===== config.mk =====
export PLATFORM = sky130hd
export DESIGN_NAME = four_port_switch_flat
export DESIGN_NICKNAME = d
export VERILOG_FILES = /design/src/rtl/four_port_switch_if.sv /design/src/rtl/four_port_switch.sv /design/src/flat_wrapper.sv
export SDC_FILE = /design/constraint.sdc
export NUM_CORES = 1
export LEC_CHECK = 0
export BUFFER_PORTS_ARGS = -buffer_cell sky130_fd_sc_hd__buf_4
export CORE_MARGIN = 2
export CORE_UTILIZATION = 25
export DETAILED_ROUTE_END_ITERATION = 12
export PLACE_DENSITY = 0.35
export SLEW_MARGIN = 20
export SYNTH_ARGS = -nofsm -noshare
export SYNTH_HDL_FRONTEND = slang
export SYNTH_SLANG_ARGS = --single-unit

===== constraint.sdc =====
create_clock -name clk -period 6.1 [get_ports clk]
set_input_delay 0.61 -clock clk [delete_from_list [all_inputs] [get_ports clk]]
set_output_delay 0.61 -clock clk [all_outputs]
set_load 0.03 [all_outputs]

===== src/rtl/four_port_switch_if.sv =====
// Port-level bundle for four_port_switch; per-port buses flattened, port k in slice k.
// SWITCH_STATS_EN adds the per-port packet/drop counter outputs.
interface four_port_switch_if #(
   parameter int DATA_W = 8
);
   logic [3:0]          valid_i;
   logic [4*DATA_W-1:0] data_i;
   logic [7:0]          dest_i;
   logic [3:0]          ready_o;
   logic [3:0]          valid_o;
   logic [4*DATA_W-1:0] data_o;
   logic [7:0]          src_o;
`ifdef SWITCH_STATS_EN
   logic [63:0]         pkt_cnt_o;
   logic [63:0]         drop_cnt_o;
`endif

`ifdef SWITCH_STATS_EN
   modport master (
      output valid_i, data_i, dest_i,
      input  ready_o, valid_o, data_o, src_o, pkt_cnt_o, drop_cnt_o
   );
   modport slave (
      input  valid_i, data_i, dest_i,
      output ready_o, valid_o, data_o, src_o, pkt_cnt_o, drop_cnt_o
   );
`else
   modport master (
      output valid_i, data_i, dest_i,
      input  ready_o, valid_o, data_o, src_o
   );
   modport slave (
      input  valid_i, data_i, dest_i,
      output ready_o, valid_o, data_o, src_o
   );
`endif
endinterface


===== src/rtl/four_port_switch.sv =====
// 4-port single-beat packet switch: per-ingress FIFOs, per-egress round-robin arbiters, registered egress.
// Optional SWITCH_STATS_EN adds per-egress packet counters and per-ingress drop counters.
module four_port_switch #(
   parameter int DATA_W     = 8,
   parameter int FIFO_DEPTH = 4
) (
   input  logic               clk,
   input  logic               rst_n,
   four_port_switch_if.slave  sw
);
   localparam int AW = $clog2(FIFO_DEPTH);
   localparam int EW = DATA_W + 2;

   typedef logic [EW-1:0] entry_t;

   entry_t            mem_q    [4][FIFO_DEPTH];
   entry_t            mem_d    [4][FIFO_DEPTH];
   logic [AW:0]       wr_ptr_q [4];
   logic [AW:0]       wr_ptr_d [4];
   logic [AW:0]       rd_ptr_q [4];
   logic [AW:0]       rd_ptr_d [4];
   logic [1:0]        rr_ptr_q [4];
   logic [1:0]        rr_ptr_d [4];
   logic [3:0]        valid_q;
   logic [3:0]        valid_d;
   logic [DATA_W-1:0] data_q   [4];
   logic [DATA_W-1:0] data_d   [4];
   logic [1:0]        src_q    [4];
   logic [1:0]        src_d    [4];

   logic [3:0]        full;
   logic [3:0]        empty;
   logic [3:0]        push;
   logic [3:0]        pop;
   entry_t            head     [4];
   logic [1:0]        cand;
   logic              found;

   // FIFO status: the extra pointer bit separates full from empty
   always_comb begin
      for (int unsigned k = 0; k < 4; k++) begin
         empty[k] = (wr_ptr_q[k] == rd_ptr_q[k]);
         full[k]  = (wr_ptr_q[k][AW] != rd_ptr_q[k][AW]) &&
                    (wr_ptr_q[k][AW-1:0] == rd_ptr_q[k][AW-1:0]);
         head[k]  = mem_q[k][rd_ptr_q[k][AW-1:0]];
         push[k]  = sw.valid_i[k] && !full[k];
      end
   end

   // Per-egress round-robin: first requester at or after rr_ptr wins
   always_comb begin
      pop     = '0;
      valid_d = '0;
      cand    = '0;
      found   = 1'b0;
      for (int unsigned j = 0; j < 4; j++) begin
         rr_ptr_d[j] = rr_ptr_q[j];
         data_d[j]   = data_q[j];
         src_d[j]    = src_q[j];
         found       = 1'b0;
         for (int unsigned off = 0; off < 4; off++) begin
            cand = rr_ptr_q[j] + 2'(off);
            if (!found && !empty[cand] && (head[cand][EW-1 -: 2] == 2'(j))) begin
               found       = 1'b1;
               valid_d[j]  = 1'b1;
               data_d[j]   = head[cand][DATA_W-1:0];
               src_d[j]    = cand;
               rr_ptr_d[j] = cand + 2'd1;
               pop[cand]   = 1'b1;
            end
         end
      end
   end

   always_comb begin
      mem_d = mem_q;
      for (int unsigned k = 0; k < 4; k++) begin
         wr_ptr_d[k] = wr_ptr_q[k] + {{AW{1'b0}}, push[k]};
         rd_ptr_d[k] = rd_ptr_q[k] + {{AW{1'b0}}, pop[k]};
         if (push[k]) begin
            mem_d[k][wr_ptr_q[k][AW-1:0]] = {sw.dest_i[2*k +: 2], sw.data_i[k*DATA_W +: DATA_W]};
         end
      end
   end

   always_ff @(posedge clk or negedge rst_n) begin
      if (!rst_n) begin
         for (int unsigned k = 0; k < 4; k++) begin
            for (int unsigned e = 0; e < FIFO_DEPTH; e++) begin
               mem_q[k][e] <= '0;
            end
            wr_ptr_q[k] <= '0;
            rd_ptr_q[k] <= '0;
            rr_ptr_q[k] <= '0;
            data_q[k]   <= '0;
            src_q[k]    <= '0;
         end
         valid_q <= '0;
      end else begin
         mem_q    <= mem_d;
         wr_ptr_q <= wr_ptr_d;
         rd_ptr_q <= rd_ptr_d;
         rr_ptr_q <= rr_ptr_d;
         data_q   <= data_d;
         src_q    <= src_d;
         valid_q  <= valid_d;
      end
   end

   always_comb begin
      sw.ready_o = ~full;
      sw.valid_o = valid_q;
      sw.data_o  = '0;
      sw.src_o   = '0;
      for (int unsigned j = 0; j < 4; j++) begin
         sw.data_o[j*DATA_W +: DATA_W] = data_q[j];
         sw.src_o[2*j +: 2]            = src_q[j];
      end
   end

`ifdef SWITCH_STATS_EN
   logic [15:0] pkt_cnt_q  [4];
   logic [15:0] pkt_cnt_d  [4];
   logic [15:0] drop_cnt_q [4];
   logic [15:0] drop_cnt_d [4];

   // Counters wrap naturally at 16 bits
   always_comb begin
      for (int unsigned j = 0; j < 4; j++) begin
         pkt_cnt_d[j]  = pkt_cnt_q[j]  + {15'd0, valid_q[j]};
         drop_cnt_d[j] = drop_cnt_q[j] + {15'd0, sw.valid_i[j] & full[j]};
      end
   end

   always_ff @(posedge clk or negedge rst_n) begin
      if (!rst_n) begin
         for (int unsigned j = 0; j < 4; j++) begin
            pkt_cnt_q[j]  <= '0;
            drop_cnt_q[j] <= '0;
         end
      end else begin
         pkt_cnt_q  <= pkt_cnt_d;
         drop_cnt_q <= drop_cnt_d;
      end
   end

   always_comb begin
      sw.pkt_cnt_o  = '0;
      sw.drop_cnt_o = '0;
      for (int unsigned j = 0; j < 4; j++) begin
         sw.pkt_cnt_o[16*j +: 16]  = pkt_cnt_q[j];
         sw.drop_cnt_o[16*j +: 16] = drop_cnt_q[j];
      end
   end
`endif
endmodule


===== src/flat_wrapper.sv =====
// flat-port wrapper written by rule: the top's interface ports become plain ports
module four_port_switch_flat 
#(
   parameter int DATA_W     = 8,
   parameter int FIFO_DEPTH = 4
)
  (clk, rst_n, sw_valid_i, sw_data_i, sw_dest_i, sw_ready_o, sw_valid_o, sw_data_o, sw_src_o);
  four_port_switch_if #(.DATA_W(DATA_W)) sw_i ();
  input  logic clk;
  input  logic rst_n;
  input wire logic [$bits(sw_i.valid_i)-1:0] sw_valid_i;
  input wire logic [$bits(sw_i.data_i)-1:0] sw_data_i;
  input wire logic [$bits(sw_i.dest_i)-1:0] sw_dest_i;
  output wire logic [$bits(sw_i.ready_o)-1:0] sw_ready_o;
  output wire logic [$bits(sw_i.valid_o)-1:0] sw_valid_o;
  output wire logic [$bits(sw_i.data_o)-1:0] sw_data_o;
  output wire logic [$bits(sw_i.src_o)-1:0] sw_src_o;
  assign sw_i.valid_i = sw_valid_i;
  assign sw_i.data_i = sw_data_i;
  assign sw_i.dest_i = sw_dest_i;
  assign sw_ready_o = sw_i.ready_o;
  assign sw_valid_o = sw_i.valid_o;
  assign sw_data_o = sw_i.data_o;
  assign sw_src_o = sw_i.src_o;
  four_port_switch #(.DATA_W(DATA_W), .FIFO_DEPTH(FIFO_DEPTH)) u_core (.clk(clk), .rst_n(rst_n), .sw(sw_i));
endmodule

Word level (Yosys, flattened, before mapping)
Cells that the tools add are included.
W data, S select, Z words.
{"block": "op_classes", "addsub": 32, "order_cmp": 60, "eq_ne": 24, "n_mux": 216, "bitwise_logic": 40, "n_reduce_logical": 96}
{"op": "$mux W10", "count": 44}
{"op": "$bmux W10 S2", "count": 20}
{"op": "$bwmux W40", "count": 4}
{"op": "$mux W8", "count": 16}
{"op": "$demux W10 S2", "count": 4}
{"op": "$ge A3 B3 Y1 const B", "count": 24}
{"op": "$not A2 Y3", "count": 24}
{"op": "$mux W2", "count": 32}
{"op": "$mux W4", "count": 16}
{"op": "$or A4 B4 Y4", "count": 15}
{"op": "$logic_and A1 B1 Y1", "count": 56}
{"op": "$lt A2 B3 Y1 const B", "count": 16}
{"op": "$mux W1", "count": 48}
{"op": "$add A2 B1 Y2 const B", "count": 16}
{"op": "$bmux W1 S2", "count": 16}
{"op": "$demux W1 S2", "count": 16}
{"op": "$ge A2 B1 Y1 const B", "count": 16}
{"op": "$logic_not A1 Y1", "count": 32}
{"op": "$add A3 B1 Y3", "count": 8}
{"op": "$add A2 B2 Y2 const B", "count": 8}
{"op": "$eq A2 B2 Y1 const B", "count": 8}
{"op": "$reduce_bool A4 Y1", "count": 4}
{"op": "$eq A3 B3 Y1", "count": 4}
{"op": "$lt A3 B1 Y1 const B", "count": 4}
{"op": "other kinds (5)", "count": 17}
{"block": "totals", "register_bits": 236, "input_bits": 46, "output_inout_bits": 48, "wordCells": 505}

Longest topological paths before layout
{"block": "logic_depth", "depth_word": 47, "depth_mapped": 16, "mapped_depth_nobuf": 12}

Worst setup path after synthesis
No wires, ideal clock.
{"block": "synth_timing", "kind": "register to register", "from": "reg u_core.rr_ptr_q[4] in the netlist's numbering", "to": "reg u_core.rd_ptr_q[8] in the netlist's numbering", "setup_ps": 79, "arrival_ps": 4276, "required_ps": 6021, "setup_slack_ps": 1745, "path_stages_with_launch": 17, "path_buffers": 6, "synth_period_minus_slack_ps": 4355, "path_cell_list": "dfrtp_1 clkbuf_1 buf_1 inv_1 buf_1 buf_1 ha_1 clkbuf_1 mux4_2 or3_1 clkbuf_1 o211ai_1 nor3_1 nand4_1 ha_1 ha_1 xor2_1"}
{"element": "start, declared", "line_no": "four_port_switch.sv:22", "text": "logic [1:0] rr_ptr_q [4];"}
{"element": "start signal, assigned", "line_no": "four_port_switch.sv:103", "text": "rr_ptr_q <= rr_ptr_d;"}
{"element": "end signal, assigned", "line_no": "four_port_switch.sv:102", "text": "rd_ptr_q <= rd_ptr_d;"}
{"element": "end, declared", "line_no": "four_port_switch.sv:20", "text": "logic [AW:0] rd_ptr_q [4];"}

==> impl_metrics.tcl <==
set metrics [dict create \
    routedWlPerCell_um 24.9 \
    wl_mm 58.7 \
    period_needed_ns 4.93 \
    max_freq_mhz 203 \
    grt_pass1_vias 12700 \
    grt_use_total 0.173 \
    syn_area_um2 16500 \
    final_cell_mix "dfrtp_1 (236), mux2_2 (178), mux4_2 (140), buf_4 (117), nand2_1 (112)" \
    period_share 0.808 \
    grt_max_degree 123 \
    hp-class "input port to asynchronous set/reset pin" \
    critPathKind "flop to flop" \
    arrival_ns 5.36 \
    critical_path.endpoint_type "flop" \
    cts_tree "done" \
    ant_nets 0 \
    synthDominantCellAreaShare 0.358 \
    drc 0 \
    place.gp.congestion 0.928 \
    grt_overflow 0 \
    synth_warnings 0 \
    slew_headroom 0.287 \
    netlist_instances 1442 \
    drive_above_1_share 0.339 \
    yosysSeqAreaShare 0.358 \
    rows 94 \
    cts_hold_buf 0 \
    grt_setup_unrepaired "no" \
    path_max_fanout 20 \
    synth-seq-cells 236 \
    antenna_found_initial 1 \
    finClkSkew_ns 0.0188 \
    path_clk_slew_ns 0.06 \
    ys_types 68 \
    final_util 0.292 \
    htree_levels 2 \
    vias 12400 \
    synth_edf_count 0 \
    synthFlopType "dfrtp_1" \
    cpPeakStageDelay_ns 0.98 \
    dieArea_um2 68100 \
    hold_viol 0 \
    yosys-top-cells-area "dfrtp_1 (36%), mux4_2 (19%), mux2_2 (12%)" \
    clock_sinks 236 \
    r2r_setup_slack_ns 1.17 \
    post_cts_buffers 0 \
    vias_per_cell 5.25 \
    final_net_count 1556 \
    start_util 0.252 \
    cpMostUsedCell "ha_1" \
    area_growth_pct 16.0 \
    clock_path_buffers 3 \
    dr.pass1.iters 5 \
    cts_buffers 34 \
    tightest_slew_ns 1.07 \
    clkLatencyLatePin_ns 0.55 \
    setup_tns_ns 0 \
    path_cells "xnor2_1 > and3_1 > o32ai_1 > mux2_2 > nor2_1 > inv_1 > o22ai_1 > nor4b_1 > nand4_1 > ha_1 > ha_1 > xor2_1" \
    die_w_um 261 \
    hpwlAfterDp_mm 40.1 \
    grt_pass1_wl_mm 87.3 \
    worstPathRequired_ns 6.52 \
    die_h_um 261 \
    core_region_area_um2 65600 \
    status "complete, no violations" \
    crit_slowest_cell "dfrtp_1" \
    yosys.area.top_type "dfrtp_1" \
    cts-root-buf "clkbuf_16" \
    io_pins 94 \
    cap_violations 0 \
    io_buffers 93 \
    synth-async-reset-ratio 1.00 \
    cts_resized 0 \
    syn_area_per_cell_um2 11.5 \
    worst_setup_path_start_kind "flop" \
    syn-num-nets 1530 \
    setup_violations 0 \
    drtIter0Drc 862 \
    fillers 6749 \
    layout_commonest_cell "dfrtp_1" \
    maxSlewViolCount 0 \
]
[synthesized netlist by cell type, types with 15 or more instances]
library cell,n
dfrtp_1,236
mux2_2,178
mux4_2,140
nand2_1,112
nor2_1,98
clkbuf_1,83
mux2i_1,70
a21oi_1,51
ha_1,42
o21ai_0,34
buf_1,24
inv_1,24
nor2b_1,24
o211ai_1,22
a211oi_1,20
buf_2,19
nand3_1,16
nor3_1,16
nand2b_1,15
[registers in the layout (all words and copies together) (netlist names)]
name               flops
u_core.mem_q         160
u_core.sw.data_o      32
u_core.sw.valid_o      4
u_core.rd_ptr_q       12
u_core.wr_ptr_q       12
u_core.rr_ptr_q        8
u_core.sw.src_o        8
[per-stage QoR]
step                      area, µm²  hold WS, ns  setup slack (ns)  instances
final                         19200        0.149              1.17       2363
after global placement        18000        0.482              1.25       2296
after global routing          19100        0.249             0.539       2355
after CTS                     19100        0.216              1.13       2355
after floorplan               16500        0.314              1.74       1442
after detailed placement      18000        0.480              1.13       2296
[logic make-up after synthesis]
| group | after synthesis | synth area share |
|---|---|---|
| AO/OA/AOI/OAI | 238 | 0.0977 |
| XOR/XNOR | 21 | 0.0116 |
| adder cells (fa/ha/maj) | 42 | 0.0318 |
| buffers and inverters | 158 | 0.0387 |
| flip-flops | 236 | 0.358 |
| multiplexers | 390 | 0.356 |
| AND/OR/NAND/NOR | 357 | 0.106 |
[final timing paths]
kind	from	to	cells after the start
max	u_core.rd_ptr_q[3]	u_core.rd_ptr_q[11]	12
min in group clk	sw_data_i[9]	u_core.mem_q[111]	2
min	rst_n	u_core.sw.valid_o[2]	1
min reg2reg	u_core.wr_ptr_q[8]	u_core.wr_ptr_q[8]	1
max reg2reg	u_core.rd_ptr_q[3]	u_core.rd_ptr_q[11]	12
max in group asynchronous	rst_n	u_core.mem_q[49]	2
[routing by layer]
metal	share of wire	track usage	vias up	wire (µm)
li1	-	-	5540	-
met3	0.050	0.0255	93	2960
met4	0.034	0.0690	0	2000
met1	0.44	0.238	6430	26100
met2	0.47	0.274	336	27700
met5	0	0	-	0
[worst max-delay path, delay by kind of cell (launching register included)]
kind | cells | cell delay, ns
xor gates and xnor gates | 2 | 0.39
AOI/OAI and AO/OA | 2 | 1.01
DFF | 1 | 0.98
buffers and inverters | 1 | 0.36
muxes | 1 | 0.56
and+or+nand+nor | 4 | 1.04
adders and majority gates | 2 | 0.46
[area by class of cell]
cell class | count | area [µm²] | share of cell area
diodes | 8 | 20.0 | 0.00105
flip-flops and latches | 236 | 5910 | 0.308
multi-input cells | 1048 | 9990 | 0.522
inverters | 29 | 109 | 0.00568
well taps | 864 | 1080 | 0.0564
clock buffers | 48 | 975 | 0.0509
repair buffers | 119 | 913 | 0.0477
clock inverters | 11 | 161 | 0.00843
Power is left out: the tool's default activity adds up to more than one toggle a clock period on the data nets, which glitch-free logic cannot reach.
